## src/rtl/sacc_ctrl_pkg.sv

```systemverilog
// Shared definitions for the sacc control path: opcodes, 4-bit state codes,
// accumulator source selects and small decode helpers.
package sacc_ctrl_pkg;

    localparam logic [3:0] OP_HALT = 4'b0000;
    localparam logic [3:0] OP_LACC = 4'b0001;
    localparam logic [3:0] OP_ADD  = 4'b0010;
    localparam logic [3:0] OP_LW   = 4'b0011;
    localparam logic [3:0] OP_SW   = 4'b0100;
    localparam logic [3:0] OP_SACC = 4'b1111;

    localparam logic [3:0] ST_IDLE   = 4'd0;
    localparam logic [3:0] ST_FETCH  = 4'd1;
    localparam logic [3:0] ST_LATCH  = 4'd2;
    localparam logic [3:0] ST_DECODE = 4'd3;
    localparam logic [3:0] ST_WBREG  = 4'd4;
    localparam logic [3:0] ST_EXEC   = 4'd5;
    localparam logic [3:0] ST_MEMRD  = 4'd6;
    localparam logic [3:0] ST_MEMWB  = 4'd7;
    localparam logic [3:0] ST_MEMWR  = 4'd8;
    localparam logic [3:0] ST_HALT   = 4'd9;

    localparam logic [1:0] ACC_SRC_A   = 2'b00;
    localparam logic [1:0] ACC_SRC_SUM = 2'b01;
    localparam logic [1:0] ACC_SRC_MDR = 2'b10;

    typedef struct packed {
        logic       mem_req;
        logic       mem_write;
        logic       iord;
        logic       pc_write;
        logic       ir_write;
        logic       a_write;
        logic       reg_write;
        logic       acc_write;
        logic [1:0] acc_src;
        logic       halted;
    } ctrl_t;

    // States that hold a memory request open until mem_ack.
    function automatic logic is_req_state(input logic [3:0] s);
        return (s == ST_FETCH) || (s == ST_MEMRD) || (s == ST_MEMWR);
    endfunction

endpackage

```

## src/rtl/sacc_ctrl_if.sv

```systemverilog
// Control/memory handshake bundle between sacc_ctrl (master) and the
// datapath/memory side (slave).
interface sacc_ctrl_if #(parameter int CNT_W = 16) ();
    logic [3:0]       opcode;
    logic             mem_ack;
    logic             mem_req;
    logic             mem_write;
    logic             iord;
    logic             pc_write;
    logic             ir_write;
    logic             a_write;
    logic             reg_write;
    logic             acc_write;
    logic [1:0]       acc_src;
    logic             halted;
    logic             bus_err;
    logic             illegal;
    logic [CNT_W-1:0] inst_count;

    modport master (
        input  opcode, mem_ack,
        output mem_req, mem_write, iord, pc_write, ir_write, a_write,
               reg_write, acc_write, acc_src, halted, bus_err, illegal, inst_count
    );

    modport slave (
        output opcode, mem_ack,
        input  mem_req, mem_write, iord, pc_write, ir_write, a_write,
               reg_write, acc_write, acc_src, halted, bus_err, illegal, inst_count
    );
endinterface

```

## src/rtl/sacc_mem_timer.sv

```systemverilog
// Memory wait counter: counts request cycles while enabled and flags the
// cycle in which the request has been outstanding for mem_timeout cycles.
module sacc_mem_timer #(
    parameter int MEM_TIMEOUT = 16
) (
    input  logic clk,
    input  logic rst_n,
    input  logic clear,
    input  logic enable,
    output logic expired
);
    localparam logic [7:0] LIMIT = 8'(MEM_TIMEOUT - 1);

    logic [7:0] count_reg;

    always_ff @(posedge clk or negedge rst_n) begin
        if (!rst_n) begin
            count_reg <= '0;
        end else if (clear) begin
            count_reg <= '0;
        end else if (enable && (count_reg != LIMIT)) begin
            count_reg <= count_reg + 8'd1;
        end
    end

    assign expired = enable && (count_reg == LIMIT);
endmodule

```

## src/rtl/sacc_ctrl.sv

```systemverilog
// Multicycle fetch/decode/execute/writeback sequencer for the sacc
// accumulator datapath, with memory handshake timeout and retire counter.
module sacc_ctrl
    import sacc_ctrl_pkg::*;
#(
    parameter int MEM_TIMEOUT = 16,
    parameter int CNT_W       = 16
) (
    input  logic        clk,
    input  logic        rst_n,
    sacc_ctrl_if.master bus
);
    logic [3:0]       state_reg, state_next;
    logic [CNT_W-1:0] inst_count_reg;
    logic             bus_err_reg;
    logic             illegal_reg, illegal_next;
    logic             retire, timeout;
    logic             req_state, tmr_expired;
    ctrl_t            ctrl;

    assign req_state = is_req_state(state_reg);

    // A completed request or leaving the request states restarts the wait count,
    // which covers every entry into a request state.
    sacc_mem_timer #(.MEM_TIMEOUT(MEM_TIMEOUT)) u_timer (
        .clk     (clk),
        .rst_n   (rst_n),
        .clear   (!req_state || bus.mem_ack),
        .enable  (req_state),
        .expired (tmr_expired)
    );

    always_comb begin
        state_next   = state_reg;
        retire       = 1'b0;
        timeout      = 1'b0;
        illegal_next = 1'b0;
        case (state_reg)
            ST_IDLE:  state_next = ST_FETCH;
            ST_FETCH: if (bus.mem_ack) state_next = ST_LATCH;
            ST_LATCH: state_next = ST_DECODE;
            ST_DECODE: begin
                case (bus.opcode)
                    OP_SACC: state_next = ST_WBREG;
                    OP_LACC,
                    OP_ADD:  state_next = ST_EXEC;
                    OP_LW:   state_next = ST_MEMRD;
                    OP_SW:   state_next = ST_MEMWR;
                    OP_HALT: state_next = ST_HALT;
                    default: begin
                        state_next   = ST_FETCH;
                        illegal_next = 1'b1;
                    end
                endcase
            end
            ST_WBREG, ST_EXEC, ST_MEMWB: begin
                state_next = ST_FETCH;
                retire     = 1'b1;
            end
            ST_MEMRD: if (bus.mem_ack) state_next = ST_MEMWB;
            ST_MEMWR: begin
                if (bus.mem_ack) begin
                    state_next = ST_FETCH;
                    retire     = 1'b1;
                end
            end
            ST_HALT:  state_next = ST_HALT;
            default:  state_next = ST_IDLE;
        endcase
        // An ack arriving in the expiry cycle still counts as normal progress.
        if (req_state && !bus.mem_ack && tmr_expired) begin
            state_next = ST_HALT;
            timeout    = 1'b1;
        end
    end

    always_ff @(posedge clk or negedge rst_n) begin
        if (!rst_n) begin
            state_reg      <= ST_IDLE;
            inst_count_reg <= '0;
            bus_err_reg    <= 1'b0;
            illegal_reg    <= 1'b0;
        end else begin
            state_reg   <= state_next;
            illegal_reg <= illegal_next;
            if (retire)  inst_count_reg <= inst_count_reg + 1'b1;
            if (timeout) bus_err_reg    <= 1'b1;
        end
    end

    always_comb begin
        ctrl = '0;
        case (state_reg)
            ST_FETCH:  ctrl.mem_req = 1'b1;
            ST_LATCH: begin
                ctrl.ir_write = 1'b1;
                ctrl.pc_write = 1'b1;
            end
            ST_DECODE: ctrl.a_write   = 1'b1;
            ST_WBREG:  ctrl.reg_write = 1'b1;
            ST_EXEC: begin
                ctrl.acc_write = 1'b1;
                ctrl.acc_src   = (bus.opcode == OP_ADD) ? ACC_SRC_SUM : ACC_SRC_A;
            end
            ST_MEMRD: begin
                ctrl.mem_req = 1'b1;
                ctrl.iord    = 1'b1;
            end
            ST_MEMWB: begin
                ctrl.acc_write = 1'b1;
                ctrl.acc_src   = ACC_SRC_MDR;
            end
            ST_MEMWR: begin
                ctrl.mem_req   = 1'b1;
                ctrl.mem_write = 1'b1;
                ctrl.iord      = 1'b1;
            end
            ST_HALT:   ctrl.halted = 1'b1;
            default:   ctrl = '0;
        endcase
    end

    assign bus.mem_req    = ctrl.mem_req;
    assign bus.mem_write  = ctrl.mem_write;
    assign bus.iord       = ctrl.iord;
    assign bus.pc_write   = ctrl.pc_write;
    assign bus.ir_write   = ctrl.ir_write;
    assign bus.a_write    = ctrl.a_write;
    assign bus.reg_write  = ctrl.reg_write;
    assign bus.acc_write  = ctrl.acc_write;
    assign bus.acc_src    = ctrl.acc_src;
    assign bus.halted     = ctrl.halted;
    assign bus.bus_err    = bus_err_reg;
    assign bus.illegal    = illegal_reg;
    assign bus.inst_count = inst_count_reg;
endmodule

```

## src/flat_wrapper.sv

```systemverilog
// flat-port wrapper written by rule: the top's interface ports become plain ports
module sacc_ctrl_flat import sacc_ctrl_pkg::*;
#(
    parameter int MEM_TIMEOUT = 16,
    parameter int CNT_W       = 16
)
  (clk, rst_n, bus_opcode, bus_mem_ack, bus_mem_req, bus_mem_write, bus_iord, bus_pc_write, bus_ir_write, bus_a_write, bus_reg_write, bus_acc_write, bus_acc_src, bus_halted, bus_bus_err, bus_illegal, bus_inst_count);
  sacc_ctrl_if #(.CNT_W(CNT_W)) bus_i ();
  input  logic clk;
  input  logic rst_n;
  input wire logic [$bits(bus_i.opcode)-1:0] bus_opcode;
  input wire logic [$bits(bus_i.mem_ack)-1:0] bus_mem_ack;
  output wire logic [$bits(bus_i.mem_req)-1:0] bus_mem_req;
  output wire logic [$bits(bus_i.mem_write)-1:0] bus_mem_write;
  output wire logic [$bits(bus_i.iord)-1:0] bus_iord;
  output wire logic [$bits(bus_i.pc_write)-1:0] bus_pc_write;
  output wire logic [$bits(bus_i.ir_write)-1:0] bus_ir_write;
  output wire logic [$bits(bus_i.a_write)-1:0] bus_a_write;
  output wire logic [$bits(bus_i.reg_write)-1:0] bus_reg_write;
  output wire logic [$bits(bus_i.acc_write)-1:0] bus_acc_write;
  output wire logic [$bits(bus_i.acc_src)-1:0] bus_acc_src;
  output wire logic [$bits(bus_i.halted)-1:0] bus_halted;
  output wire logic [$bits(bus_i.bus_err)-1:0] bus_bus_err;
  output wire logic [$bits(bus_i.illegal)-1:0] bus_illegal;
  output wire logic [$bits(bus_i.inst_count)-1:0] bus_inst_count;
  assign bus_i.opcode = bus_opcode;
  assign bus_i.mem_ack = bus_mem_ack;
  assign bus_mem_req = bus_i.mem_req;
  assign bus_mem_write = bus_i.mem_write;
  assign bus_iord = bus_i.iord;
  assign bus_pc_write = bus_i.pc_write;
  assign bus_ir_write = bus_i.ir_write;
  assign bus_a_write = bus_i.a_write;
  assign bus_reg_write = bus_i.reg_write;
  assign bus_acc_write = bus_i.acc_write;
  assign bus_acc_src = bus_i.acc_src;
  assign bus_halted = bus_i.halted;
  assign bus_bus_err = bus_i.bus_err;
  assign bus_illegal = bus_i.illegal;
  assign bus_inst_count = bus_i.inst_count;
  sacc_ctrl #(.MEM_TIMEOUT(MEM_TIMEOUT), .CNT_W(CNT_W)) u_core (.clk(clk), .rst_n(rst_n), .bus(bus_i));
endmodule
```

## config.mk

```make
export PLATFORM = sky130hd
export DESIGN_NAME = sacc_ctrl_flat
export DESIGN_NICKNAME = d
export VERILOG_FILES = /design/src/rtl/sacc_ctrl_pkg.sv /design/src/rtl/sacc_ctrl_if.sv /design/src/rtl/sacc_mem_timer.sv /design/src/rtl/sacc_ctrl.sv /design/src/flat_wrapper.sv
export SDC_FILE = /design/constraint.sdc
export NUM_CORES = 1
export LEC_CHECK = 0
export ABC_AREA = 1
export BUFFER_PORTS_ARGS = -buffer_cell sky130_fd_sc_hd__buf_2
export CORE_ASPECT_RATIO = 0.6
export CORE_MARGIN = 4
export CORE_UTILIZATION = 45
export CTS_CLUSTER_DIAMETER = 150
export CTS_CLUSTER_SIZE = 25
export DETAILED_ROUTE_END_ITERATION = 10
export MAX_ROUTING_LAYER = met4
export PLACE_DENSITY = 0.7
export REMOVE_ABC_BUFFERS = 1
export SLEW_MARGIN = 20
export SYNTH_ARGS = -nofsm -noshare
export SYNTH_HDL_FRONTEND = slang
export SYNTH_SLANG_ARGS = --single-unit
export TNS_END_PERCENT = 5
```

## constraint.sdc

```tcl
create_clock -name clk -period 1.3 [get_ports clk]
set_input_delay 0.13 -clock clk [delete_from_list [all_inputs] [get_ports clk]]
set_output_delay 0.13 -clock clk [all_outputs]
set_load 0.02 [all_outputs]
```

==> impl_metrics.ini <==
[outcome]
status = finished with violations
violations = setup timing

[synthesis]
ys.warnings.count = 0
ys_top_cells_by_area = dfrtp_1, nand2_1, nor2_1
netlist_instances = 270
synth_top_area_cell = dfrtp_1
syn_area_um2 = 1850
ys_types = 24
ys_seq_area_share_pct = 40.7
synth_top_area_share_pct = 40.7
synth_area_per_cell_um2 = 6.84
synth-seq-cells = 30

[setup_path]
path_delay_family = buffers and inverters
slowest_stage = dfrtp_1
worstPathCellList = inv_2 -> nor2_4 -> buf_6 -> inv_4 -> nor3_2 -> buf_4
worstPathMaxFanout = 4
cpPeakStageDelay_ps = 430
arrival_ps = 1390
critPathBufInv = 4
required_ps = 1170
crit_type = reg -> out
endpoint_kind = output port
rr_worst_depth = 9
worst-r2r-setup-slack_ps = -140
start_kind = flop
rr_startpoint = u_core.state_reg[2]
rr_endpoint = u_core.bus.inst_count[6]
cp-startpoint = u_core.state_reg[2]

[min_path]
hold_path.class = in -> reg
min_from = bus_mem_ack
worst_hold_path.endpoint = u_core.state_reg[3]
whs_path_depth = 2

[finish]
largest_register_ffs = 16
drive_gt1_share_pct = 40.1
multi_input_area_um2 = 1140
final_cell_mix = nand2_1, buf_4, nor2_1
syn_to_final_growth_pct = 48.4
regArea_um2 = 754
nets = 356
antenna_cells = 0
layout_commonest_cell = nand2_1
fill_cells = 303

[cts]
worstSkewPairLatency_ps = 280
cts_sinks = 30
cts_root_buf = clkbuf_8
htree_levels = 2
cts_buffers = 5
cts_buffer_depth = 2
tritoncts = built
clk_pin_slew_worst_paths_ps = 70

[routing]
vias_per_cell = 5.05
met1_length_mm = 2.53
vias = 1989
drc_errors = 0
drt_first_pass_iters = 4
avgRoutedWirePerCell_um = 13.7
final_antenna_net_count = 0
finalWirelength_mm = 5.41
wl_met2_mm = 2.37
drt_iter0_markers = 185
wl_met3_um = 454
topRoutingLayerUsed = met4

[sta]
fin_crit_sh_pct = 117
layout_setup_ws_ps = -220
finalHoldViolCount = 0
final.setup_skew_ps = 5.37
fin_setup_tns_ps = -3450
finalCriticalPeriod_ps = 1520
grt_setup_unrepaired = true
worst-slew-pin-transition_ps = 387
slew_headroom_pct = 74.2
slew_viol_final = 0
setup_violations = 36
fmax_mhz = 658

[placed_design]
port_buffers = 35
pre_cts_ws_ps = -128
place.gp.congestion = 0.884
place_hpwl_mm = 3.55

[global_routing]
grt_pass1_vias = 1810
grt_usage_pct = 20.6
grt_pass1_wl_mm = 8.27
antenna_found_initial = 0
grt_start_max_net_pins = 31
gr-total-overflow = 0

[floorplanning]
core_area_um2 = 3810
start_util_pct = 48.5
dieWidth_um = 90.7
dieArea_um2 = 5230
ios = 36
rows = 17
die_h_um = 57.6

[power]
leakage_uw = 0.00137
powerDensity_nw_per_um2 = 1520
max-vdd-ir-drop_mv = 1.08

[run]
maxCapViolCount = 0
-- final cells by class --
| cell class | count | area share [%] |
|---|---|---|
| multi-input cells | 200 | 41.4 |
| flip-flops and latches | 30 | 27.5 |
| repair buffers | 73 | 19.4 |
| clock buffers | 6 | 3.01 |
| well taps | 47 | 2.15 |
| inverters | 37 | 5.34 |
| clock inverters | 1 | 1.10 |
-- cell families after synthesis --
| kind of cell | Yosys count | share of synthesized area, % |
|---|---|---|
| AND/OR/NAND/NOR | 176 | 41.3 |
| buffers and inverters | 40 | 8.81 |
| flip-flops | 30 | 40.7 |
| AO/OA/AOI/OAI | 13 | 3.66 |
| XOR/XNOR | 9 | 4.27 |
| adder cells (fa/ha/maj) | 2 | 1.35 |
-- stage by stage --
stage	hold WS, ps	util (%)	instances	cell area [µm²]	power (µW)
after floorplan	-166	-	267	1820	2020
after global routing	145	72.0	394	2740	4410
after detailed placement	164	59.3	376	2260	2620
final	115	72.0	394	2740	4170
after CTS	127	66.6	388	2540	3870
after global placement	160	59.3	376	2260	2600
-- report_power, final --
group          switching (µW)  total [µW]  internal (µW)  leakage, µW
Clock                     356         968            613    0.0000573
Sequential                137        1200           1070     0.000399
Combinational            1180        2000            820     0.000918
-- cell usage after synthesis --
cell type	instances
a21oi_1	2
buf_2	1
buf_4	1
buf_6	1
dfrtp_1	30
ha_1	2
inv_1	34
inv_2	3
nand2_1	88
nand2_2	2
nand2_4	1
nand3_1	17
nand3_2	1
nand3_4	1
nand4_1	6
nor2_1	46
nor2_2	5
nor3_1	7
nor3b_2	1
nor4_1	1
o211ai_1	1
o21ai_0	10
xnor2_1	5
xor2_1	4
-- worst max path at each step --
| stage | to | slack, ps | cells after the start |
|---|---|---|---|
| 3_3_place_gp | u_core.state_reg[1] | -110 | 8 |
| 2_1_floorplan | u_core.bus.inst_count[8] | -180 | 7 |
| 5_1_grt | bus_pc_write | -250 | 5 |
| 3_5_place_dp | u_core.state_reg[1] | -130 | 8 |
| 4_1_cts | bus_halted | -170 | 5 |
| 6_report | bus_acc_src[0] | -220 | 6 |
-- layer usage --
| layer | GRT usage [%] | vias up |
|---|---|---|
| met5 | - | - |
| met2 | 28.7 | 89 |
| met4 | 6.32 | 0 |
| met3 | 5.97 | 8 |
| li1 | - | 990 |
| met1 | 29.0 | 902 |
-- repair_timing --
action                     CTS  global route
cloned                       0             0
hold endpoints to repair    30             0
setup endpoints to repair   25            40
setup buffers                4             6
gates resized for setup     41            50
hold buffers                 1             0
pin swaps                    7             8
Power figures use the tool's default switching activity.
